--- src/rtl/fetch_unit_pkg.sv ---
// fetch_unit_pkg: shared widths, reset defaults and fetch FSM encoding
package fetch_unit_pkg;
   localparam int XLEN = 16;
   localparam logic [XLEN-1:0] NOP_INS_DEF = 16'hF000;
   localparam logic [XLEN-1:0] RESET_VECTOR_DEF = 16'h0000;
   typedef enum logic [1:0] {IDLE = 2'd0, WAIT = 2'd1, DONE = 2'd2} fetch_state_e;
endpackage

--- src/rtl/fetch_unit_if.sv ---
// fetch_unit_if: instruction memory read handshake
interface fetch_unit_if;
   import fetch_unit_pkg::*;
   logic            MemReady;
   logic [XLEN-1:0] MemData;
   logic [XLEN-1:0] MemAddr;
   logic            MemReadReq;
   modport master (output MemAddr, MemReadReq, input MemReady, MemData);
   modport slave (input MemAddr, MemReadReq, output MemReady, MemData);
endinterface

--- src/rtl/fetch_unit_pc.sv ---
// pc_register: program counter with prioritised reset/hold/jump/relative update
module pc_register
   import fetch_unit_pkg::*;
#(
   parameter logic [XLEN-1:0] RESET_VECTOR = RESET_VECTOR_DEF
) (
   input  logic            clk_i,
   input  logic            rst_n_i,
   input  logic            pc_reset_n_i,
   input  logic            stall_i,
   input  logic            pc_write_i,
   input  logic            pc_inc_i,
   input  logic [7:0]      imm_i,
   input  logic [XLEN-1:0] target_i,
   output logic [XLEN-1:0] pc_o
);
   logic [XLEN-1:0] pc_q, pc_d;
   always_comb
      pc_d = !pc_reset_n_i ? RESET_VECTOR :
             stall_i       ? pc_q :
             pc_write_i    ? target_i :
             pc_inc_i      ? pc_q + {{(XLEN-8){imm_i[7]}}, imm_i} : pc_q;
   always_ff @(posedge clk_i or negedge rst_n_i)
      if (!rst_n_i) pc_q <= RESET_VECTOR;
      else pc_q <= pc_d;
   assign pc_o = pc_q;
endmodule

--- src/rtl/fetch_unit.sv ---
// fetch_unit: owns PC and IR, fetches instructions over a ready handshake with timeout
module fetch_unit
   import fetch_unit_pkg::*;
#(
   parameter logic [XLEN-1:0] RESET_VECTOR = RESET_VECTOR_DEF,
   parameter int              MAX_WAIT     = 15,
   parameter logic [XLEN-1:0] NOP_INS      = NOP_INS_DEF
) (
   input  logic            Clock,
   input  logic            Reset,
   input  logic            PCWrite,
   input  logic            PCIncrement,
   input  logic [7:0]      PCImmediate,
   input  logic [XLEN-1:0] PCTarget,
   input  logic            PCReset,
   input  logic            IRWrite,
   input  logic            IRReset,
   fetch_unit_if.master    mem,
   output logic [XLEN-1:0] INS,
   output logic [XLEN-1:0] PC,
   output logic            Stall,
   output logic            Fault
);
   localparam logic [7:0] LAST = 8'(MAX_WAIT - 1);
   fetch_state_e    state_q, state_d;
   logic [7:0]      cnt_q, cnt_d;
   logic [XLEN-1:0] ins_q, ins_d, addr_q, addr_d;
   logic            req_q, req_d, stall_q, stall_d, fault_q, fault_d;
   logic            in_wait, timeout, start;
   assign in_wait = state_q == WAIT;
   assign timeout = in_wait && !mem.MemReady && cnt_q == LAST;
   assign start   = state_q == IDLE && IRWrite && IRReset;
   always_ff @(posedge Clock or negedge Reset)
      if (!Reset) begin
         state_q <= IDLE;
         cnt_q   <= '0;
         ins_q   <= NOP_INS;
         addr_q  <= '0;
         req_q   <= 1'b0;
         stall_q <= 1'b0;
         fault_q <= 1'b0;
      end else begin
         state_q <= state_d;
         cnt_q   <= cnt_d;
         ins_q   <= ins_d;
         addr_q  <= addr_d;
         req_q   <= req_d;
         stall_q <= stall_d;
         fault_q <= fault_d;
      end
   // IRReset aborts any fetch and wins over a same-edge MemReady
   always_comb
      state_d = !IRReset ? IDLE :
                state_q == IDLE ? (IRWrite ? WAIT : IDLE) :
                in_wait ? ((mem.MemReady || timeout) ? DONE : WAIT) : IDLE;
   always_comb begin
      cnt_d   = start ? '0 : in_wait ? cnt_q + 8'd1 : cnt_q;
      addr_d  = start ? PC : addr_q;
      req_d   = state_d == WAIT;
      stall_d = state_d != IDLE;
      ins_d   = !IRReset ? NOP_INS :
                in_wait && mem.MemReady ? mem.MemData :
                timeout ? NOP_INS : ins_q;
      fault_d = fault_q | (IRReset && timeout);
   end
   pc_register #(.RESET_VECTOR(RESET_VECTOR)) u_pc (
      .clk_i       (Clock),
      .rst_n_i     (Reset),
      .pc_reset_n_i(PCReset),
      .stall_i     (stall_q),
      .pc_write_i  (PCWrite),
      .pc_inc_i    (PCIncrement),
      .imm_i       (PCImmediate),
      .target_i    (PCTarget),
      .pc_o        (PC)
   );
   assign mem.MemAddr    = addr_q;
   assign mem.MemReadReq = req_q;
   assign INS            = ins_q;
   assign Stall          = stall_q;
   assign Fault          = fault_q;
endmodule

--- src/flat_wrapper.sv ---
// flat-port wrapper written by rule: the top's interface ports become plain ports
module fetch_unit_flat import fetch_unit_pkg::*;
#(
   parameter logic [XLEN-1:0] RESET_VECTOR = RESET_VECTOR_DEF,
   parameter int              MAX_WAIT     = 15,
   parameter logic [XLEN-1:0] NOP_INS      = NOP_INS_DEF
)
  (Clock, Reset, PCWrite, PCIncrement, PCImmediate, PCTarget, PCReset, IRWrite, IRReset, INS, PC, Stall, Fault, mem_MemAddr, mem_MemReadReq, mem_MemReady, mem_MemData);
  fetch_unit_if mem_i ();
  input  logic Clock;
  input  logic Reset;
  input  logic PCWrite;
  input  logic PCIncrement;
  input  logic [7:0] PCImmediate;
  input  logic [XLEN-1:0] PCTarget;
  input  logic PCReset;
  input  logic IRWrite;
  input  logic IRReset;
  output logic [XLEN-1:0] INS;
  output logic [XLEN-1:0] PC;
  output logic Stall;
  output logic Fault;
  output wire logic [$bits(mem_i.MemAddr)-1:0] mem_MemAddr;
  output wire logic [$bits(mem_i.MemReadReq)-1:0] mem_MemReadReq;
  input wire logic [$bits(mem_i.MemReady)-1:0] mem_MemReady;
  input wire logic [$bits(mem_i.MemData)-1:0] mem_MemData;
  assign mem_MemAddr = mem_i.MemAddr;
  assign mem_MemReadReq = mem_i.MemReadReq;
  assign mem_i.MemReady = mem_MemReady;
  assign mem_i.MemData = mem_MemData;
  fetch_unit #(.RESET_VECTOR(RESET_VECTOR), .MAX_WAIT(MAX_WAIT), .NOP_INS(NOP_INS)) u_core (.Clock(Clock), .Reset(Reset), .PCWrite(PCWrite), .PCIncrement(PCIncrement), .PCImmediate(PCImmediate), .PCTarget(PCTarget), .PCReset(PCReset), .IRWrite(IRWrite), .IRReset(IRReset), .mem(mem_i), .INS(INS), .PC(PC), .Stall(Stall), .Fault(Fault));
endmodule
--- config.mk ---
export PLATFORM = sky130hd
export DESIGN_NAME = fetch_unit_flat
export DESIGN_NICKNAME = d
export VERILOG_FILES = /design/src/rtl/fetch_unit_pkg.sv /design/src/rtl/fetch_unit_if.sv /design/src/rtl/fetch_unit_pc.sv /design/src/rtl/fetch_unit.sv /design/src/flat_wrapper.sv
export SDC_FILE = /design/constraint.sdc
export NUM_CORES = 1
export LEC_CHECK = 0
export ABC_AREA = 1
export CAP_MARGIN = 40
export CORE_MARGIN = 2
export CORE_UTILIZATION = 31
export CTS_BUF_LIST = sky130_fd_sc_hd__clkbuf_4 sky130_fd_sc_hd__clkbuf_8 sky130_fd_sc_hd__clkbuf_16
export DETAILED_ROUTE_END_ITERATION = 6
export PLACE_DENSITY_LB_ADDON = 0.2
export SYNTH_ARGS = -nofsm -noshare
export SYNTH_HDL_FRONTEND = slang
export SYNTH_SLANG_ARGS = --single-unit
--- constraint.sdc ---
create_clock -name Clock -period 2.3 [get_ports Clock]
set_clock_uncertainty 0.15 [all_clocks]
set_input_delay 0.23 -clock Clock [delete_from_list [all_inputs] [get_ports Clock]]
set_output_delay 0.23 -clock Clock [all_outputs]
set_load 0.05 [all_outputs]
==> results of run 1 <==
==> logic make-up (layout without fill, tap and decap cells) <==
kind of cell    Yosys count  count (layout)  synth area share, %
simple gates            240             240                 28.5
buf+inv                  90             210                 10.1
compound gates           64              64                 10.4
flops                    61              61                 43.6
fa+ha+maj                18              18                 6.63
xor+xnor                  3               3                0.749
==> final cells by class <==
cell class	count	area (um^2)	area share [%]
multi-input cells	325	1620	32.2
flip-flops and latches	61	1530	30.4
repair buffers	113	1100	21.9
inverters	81	304	6.04
clock buffers	10	233	4.62
well taps	140	175	3.48
clock inverters	6	65.1	1.29
==> synthesized netlist by cell type, types with 2 or more instances <==
cell      count  area, um^2
o211ai_1      4        30.0
o41ai_1       2        17.5
nand2_1     155         582
nand4_1       2        12.5
nand3_1      26         130
dfstp_2       4         105
clkbuf_1      2        7.51
nor2_2        3        18.8
o21ai_1       2        10.0
dfrtp_1      57        1430
ha_1         17         213
a31oi_1       2        12.5
o21ai_0      33         165
nor2_4        2        22.5
xor2_1        2        17.5
nor3_1        8        40.0
buf_2         5        25.0
inv_1        79         297
a21oi_1      11        55.1
nor2_1       37         139
o22a_1        4        35.0
o22ai_1       4        25.0
inv_2         2        7.51
==> power by group through the flow <==
| stage | Clock (W) | Sequential, W | Combinational [W] |
|---|---|---|---|
| after global routing | 0.00143 | 0.00131 | 0.00133 |
| final | 0.00133 | 0.00129 | 0.00121 |
| after CTS | 0.00138 | 0.00129 | 0.00123 |
| after global placement | 0 | 0.00130 | 0.00121 |
| after floorplan | 0 | 0.00162 | 0.000431 |
| after detailed placement | 0 | 0.00131 | 0.00122 |
==> per-layer routing <==
layer  vias up  GRT usage, %
met5         -             0
met4         0          5.67
met3         9          2.03
met2        78          26.3
met1      1493          21.3
li1       1724             -
==> through the flow <==
stage                     hold WS, ns  worst slack, ns  std cells
final                           0.304            0.263        736
after global routing            0.333           0.0807        736
after CTS                       0.316            0.249        736
after detailed placement        0.125          0.00496        719
after global placement          0.126           0.0412        719
after floorplan                -0.216            0.144        476
==> state kept, by name, summed over array words and instances (netlist names) <==
name                   count
u_core.mem.MemReadReq      1
u_core.cnt_q               8
u_core.u_pc.pc_o          16
u_core.Fault               1
u_core.state_q             2
u_core.mem.MemAddr        16
u_core.INS                16
u_core.Stall               1
==> path summary, 6_finish.rpt <==
kind,from,end,cells past startpoint
worst min-delay path,Reset,u_core.cnt_q[7],3
worst max-delay path,u_core.INS[12],INS[12],1
worst max register to register,u_core.u_pc.pc_o[0],u_core.u_pc.pc_o[8],11
max in group asynchronous,Reset,u_core.INS[13],3
worst min register to register,u_core.mem.MemAddr[15],u_core.mem.MemAddr[15],2
min in group Clock,mem_MemData[9],u_core.INS[9],3
==> impl_metrics.yaml, run 1 <==
clock_network:
  post_cts_buffers: 0
  hold_buffers: 1
  clk_latency_ns: 0.33
  cts_tree: "done"
  ctsResizeCount: 0
  cts_root_buf: "clkbuf_16"
  cts_max_level: 3
  cts.path.max_buffers: 2
  cts.clk_slew.worst_paths_ns: 0.06
  cts_buffers: 9
  cts.sinks: 61
place:
  io_buffers: 98
  gp_congestion: 0.798
  place_area_mm2: 0.00473
  hpwl_mm: 7.16
logic_synthesis:
  yosysWarnings: 0
  syn_nets: 542
  ys_seq_area_share_pct: 43.6
  ys_types: 36
  synthArstFlopShare_pct: 100
  synth_ff_type: "dfrtp_1"
  syn-cell-area_mm2: 0.00351
  synth_enable_flop_cells: 0
  synth.avg_cell_area_um2: 7.38
  syn_inst: 476
  ys_ff_latch: 61
critical_path:
  cp.arrival_ns: 1.66
  worstPathMaxFanout: 2
  crit_required_ns: 1.92
  path_delay_family: "buffers and inverters"
  rrSetupSlack_ns: 0.26
  worstSetupPathType: "reg -> out"
  crit_buf_inv: 1
  max_stage_delay_ns: 0.81
  path_cells: "clkdlybuf4s50_1"
  start_kind: "flip-flop"
  slowest_stage: "clkdlybuf4s50_1"
  critical_path.endpoint_type: "primary output"
detailed_routing:
  drtPass1Iterations: 4
  detail_route.vias_per_cell: 4.49
  routed-wl-met3_um: 382
  routed-wl-met2_mm: 4.39
  drt-initial-drc-count: 149
  met1_length_mm: 4.43
  drcViolationCount: 0
  wirelength_mm: 9.33
  top_layer: "met4"
  wl_per_cell_um: 12.7
  ant_nets: 0
  vias: 3304
power_and_ir_drop:
  p_per_area_mw_per_mm2: 761
  internal_power_w: 0.00249
  power.total_w: 0.00383
  pwr-share-clk_pct: 34.8
  comb_power_share_pct: 31.6
  seq_power_share_pct: 33.6
  ir_worst_vdd_mv: 0.345
  leakage_nw: 2.49
  switching_share_pct: 35.2
  power.switching_w: 0.00135
floorplanning:
  fp.dieArea_mm2: 0.0122
  initial_core_util_pct: 32.1
  die_y_um: 110
  dieWidth_um: 110
  rows: 38
  io-pin-count: 99
  core_area_mm2: 0.0109
grt:
  grt_pass1_vias: 3311
  track_usage_pct: 15.9
  overflow: 0
  grt_pass1_wl_mm: 16.0
  antenna_found_initial: 0
  grt_start_max_net_pins: 62
hold_path:
  hp-class: "in -> async"
timing:
  max_freq_mhz: 491
  slew_headroom_pct: 61.8
  worst_slew_pin_slew_ns: 0.572
  fin_crit_sh_pct: 88.6
  finalHoldViolCount: 0
  rsz0062_at_grt: "no"
  setup_viol: 0
  period_minus_slack_ns: 2.04
  drv_slew: 0
  tns_ns: 0
final_layout:
  postLayoutCoreUtil_pct: 46.1
  diodes: 0
  final_common_cell: "nand2_1"
  nets: 657
  fin_area_mm2: 0.00504
  area_growth_syn_to_layout_pct: 43.4
  drive_gt1_share_pct: 7.72
  nFillCells: 1117
  final_cell_mix: "155 x nand2_1, 97 x clkdlybuf4s50_1, 79 x inv_1"
job:
  maxCapViolations: 0
status:
  outcome: "finished, final reports clean"
(Power assumes the default switching activity.)
==> run 2, diff against run 1 <==
--- a/config.mk
+++ b/config.mk
@@ -8,7 +8,7 @@
 export ABC_AREA = 1
 export CAP_MARGIN = 40
 export CORE_MARGIN = 2
-export CORE_UTILIZATION = 31
+export CORE_UTILIZATION = 34
 export CTS_BUF_LIST = sky130_fd_sc_hd__clkbuf_4 sky130_fd_sc_hd__clkbuf_8 sky130_fd_sc_hd__clkbuf_16
 export DETAILED_ROUTE_END_ITERATION = 6
 export PLACE_DENSITY_LB_ADDON = 0.2
==> run 2 against run 1 <==
Compared with the run above: worst setup slack lost 0.024 ns; count of clock-buffer cells in the layout is 2 higher; non-clock buffer count unchanged; hold slack lost 0.017 ns; clock power fell by 17%; combinational power hardly changed; sequential power hardly changed; register-to-register slack got worse by 0.02 ns; largest power group is now sequential cells; highest routed layer unchanged.
==> impl_metrics.yaml, run 2 (synthesized netlist as in run 1, its figures left out) <==
critical_path:
  worstSetupPathType: "reg -> reg"
  start_kind: "flip-flop"
  crit_required_ns: 2.37
  critical_path.endpoint_type: "flip-flop"
  cp.arrival_ns: 2.13
  worstPathMaxFanout: 3
final_layout:
  multi_input_area_mm2: 0.00162
  area_growth_syn_to_layout_pct: 42.1
  diodes: 0
  regArea_mm2: 0.00153
  drive_gt1_share_pct: 7.72
  final_common_cell: "nand2_1"
  nFillCells: 1049
  nets: 657
  final_cell_mix: "155 x nand2_1, 97 x clkdlybuf4s50_1, 79 x inv_1"
timing:
  setup_viol: 0
  drv_slew: 0
  layout_setup_ws_ns: 0.238
  max_freq_mhz: 485
  finalHoldViolCount: 0
  period_minus_slack_ns: 2.06
  worst_slew_pin_slew_ns: 0.544
  fin_crit_sh_pct: 89.6
  slew_headroom_pct: 63.6
  rsz0062_at_grt: "no"
  whs_ns: 0.286
detailed_routing:
  vias: 3332
  drt-initial-drc-count: 161
  ant_nets: 0
  drtPass1Iterations: 4
  drcViolationCount: 0
  detail_route.vias_per_cell: 4.55
  top_layer: "met4"
  routed-wl-met2_mm: 4.35
  routed-wl-met3_um: 389
  wl_per_cell_um: 12.4
  wirelength_mm: 9.06
  met1_length_mm: 4.26
clock_network:
  cts_root_buf: "clkbuf_8"
  cts_max_level: 3
  clk_latency_ns: 0.33
  cts_tree: "done"
  cts_buffers: 9
  cts.sinks: 61
  cts.path.max_buffers: 2
  cts.clk_slew.worst_paths_ns: 0.07
  ctsResizeCount: 0
grt:
  antenna_found_initial: 0
  grt_start_max_net_pins: 62
  grt_pass1_vias: 3240
  grt_pass1_wl_mm: 15.2
  track_usage_pct: 16.9
  overflow: 0
floorplanning:
  initial_core_util_pct: 34.5
  io-pin-count: 99
  dieWidth_um: 106
  die_y_um: 106
  rows: 37
  core_area_mm2: 0.0102
  fp.dieArea_mm2: 0.0112
power_and_ir_drop:
  ir_worst_vdd_mv: 0.346
  leakage_nw: 2.49
  p_per_area_mw_per_mm2: 723
place:
  gp_congestion: 0.828
  io_buffers: 98
  hpwl_mm: 6.86
  pre_cts_ws_ns: -0.0167
job:
  maxCapViolations: 0
status:
  outcome: "finished, final reports clean"
hold_path:
  hp-class: "in -> async"
-- run 2: critical path, cell delays in order (launching register included) --
cell and delay (ns):
dfrtp_1 0.40, ha_1 0.22, fa_1 0.39, nand2_1 0.10, nand2_1 0.07, and2_1 0.17
nand2_1 0.06, nand2_1 0.06, xnor2_1 0.15, nand2_1 0.07, nand2_1 0.07, nand2_1 0.04
-- run 2: metrics by stage --
stage	instances	TNS [ns]	area [um^2]	total power [W]	util, %
2_1_floorplan	476	0	3510	0.00205	-
3_3_place_gp	715	0	4750	0.00252	46.6
3_5_place_dp	715	-0.0167	4750	0.00253	46.6
4_1_cts	732	0	4990	0.00365	49.0
5_1_grt	732	0	4990	0.00381	49.0
6_report	732	0	4990	0.00360	49.0
-- run 2: where the power goes --
| group | internal (W) | total [W] | switching [W] |
|---|---|---|---|
| clock | 0.000679 | 0.00111 | 0.000427 |
| sequential | 0.00119 | 0.00129 | 0.0000982 |
| combinational | 0.000452 | 0.00121 | 0.000760 |
| total | 0.00232 | 0.00360 | 0.00129 |
-- run 2: final timing paths --
| check | from | to | slack [ns] | depth (start not counted) |
|---|---|---|---|---|
| worst max-delay path | u_core.u_pc.pc_o[0] | u_core.u_pc.pc_o[8] | 0.24 | 11 |
| max in group asynchronous | Reset | u_core.INS[12] | 1.39 | 3 |
| worst max register to register | u_core.u_pc.pc_o[0] | u_core.u_pc.pc_o[8] | 0.24 | 11 |
| worst min-delay path | Reset | u_core.mem.MemAddr[3] | 0.29 | 3 |
| worst min register to register | u_core.mem.MemAddr[8] | u_core.mem.MemAddr[8] | 0.32 | 2 |
| min in group Clock | mem_MemData[7] | u_core.INS[7] | 0.32 | 3 |
-- run 2: timing repair --
item / CTS / global route
hold endpoints to repair: 57 / 0
hold buffers: 1 / 0
buffers inserted: 0 / 0
-- run 2: final cells by class --
class	count	share of cell area, %
Timing Repair Buffer	113	22.6
Tap cell	136	3.41
Inverter	81	6.10
Sequential cell	61	30.7
Multi-Input combinational cell	325	32.6
Clock inverter	4	1.40
Clock buffer	12	3.19
-- run 2: metal layers --
metal / GRT usage [%] / vias up
met5: 0 / -
met4: 4.23 / 0
met3: 2.60 / 5
met2: 28.3 / 77
met1: 22.9 / 1519
li1: - / 1731
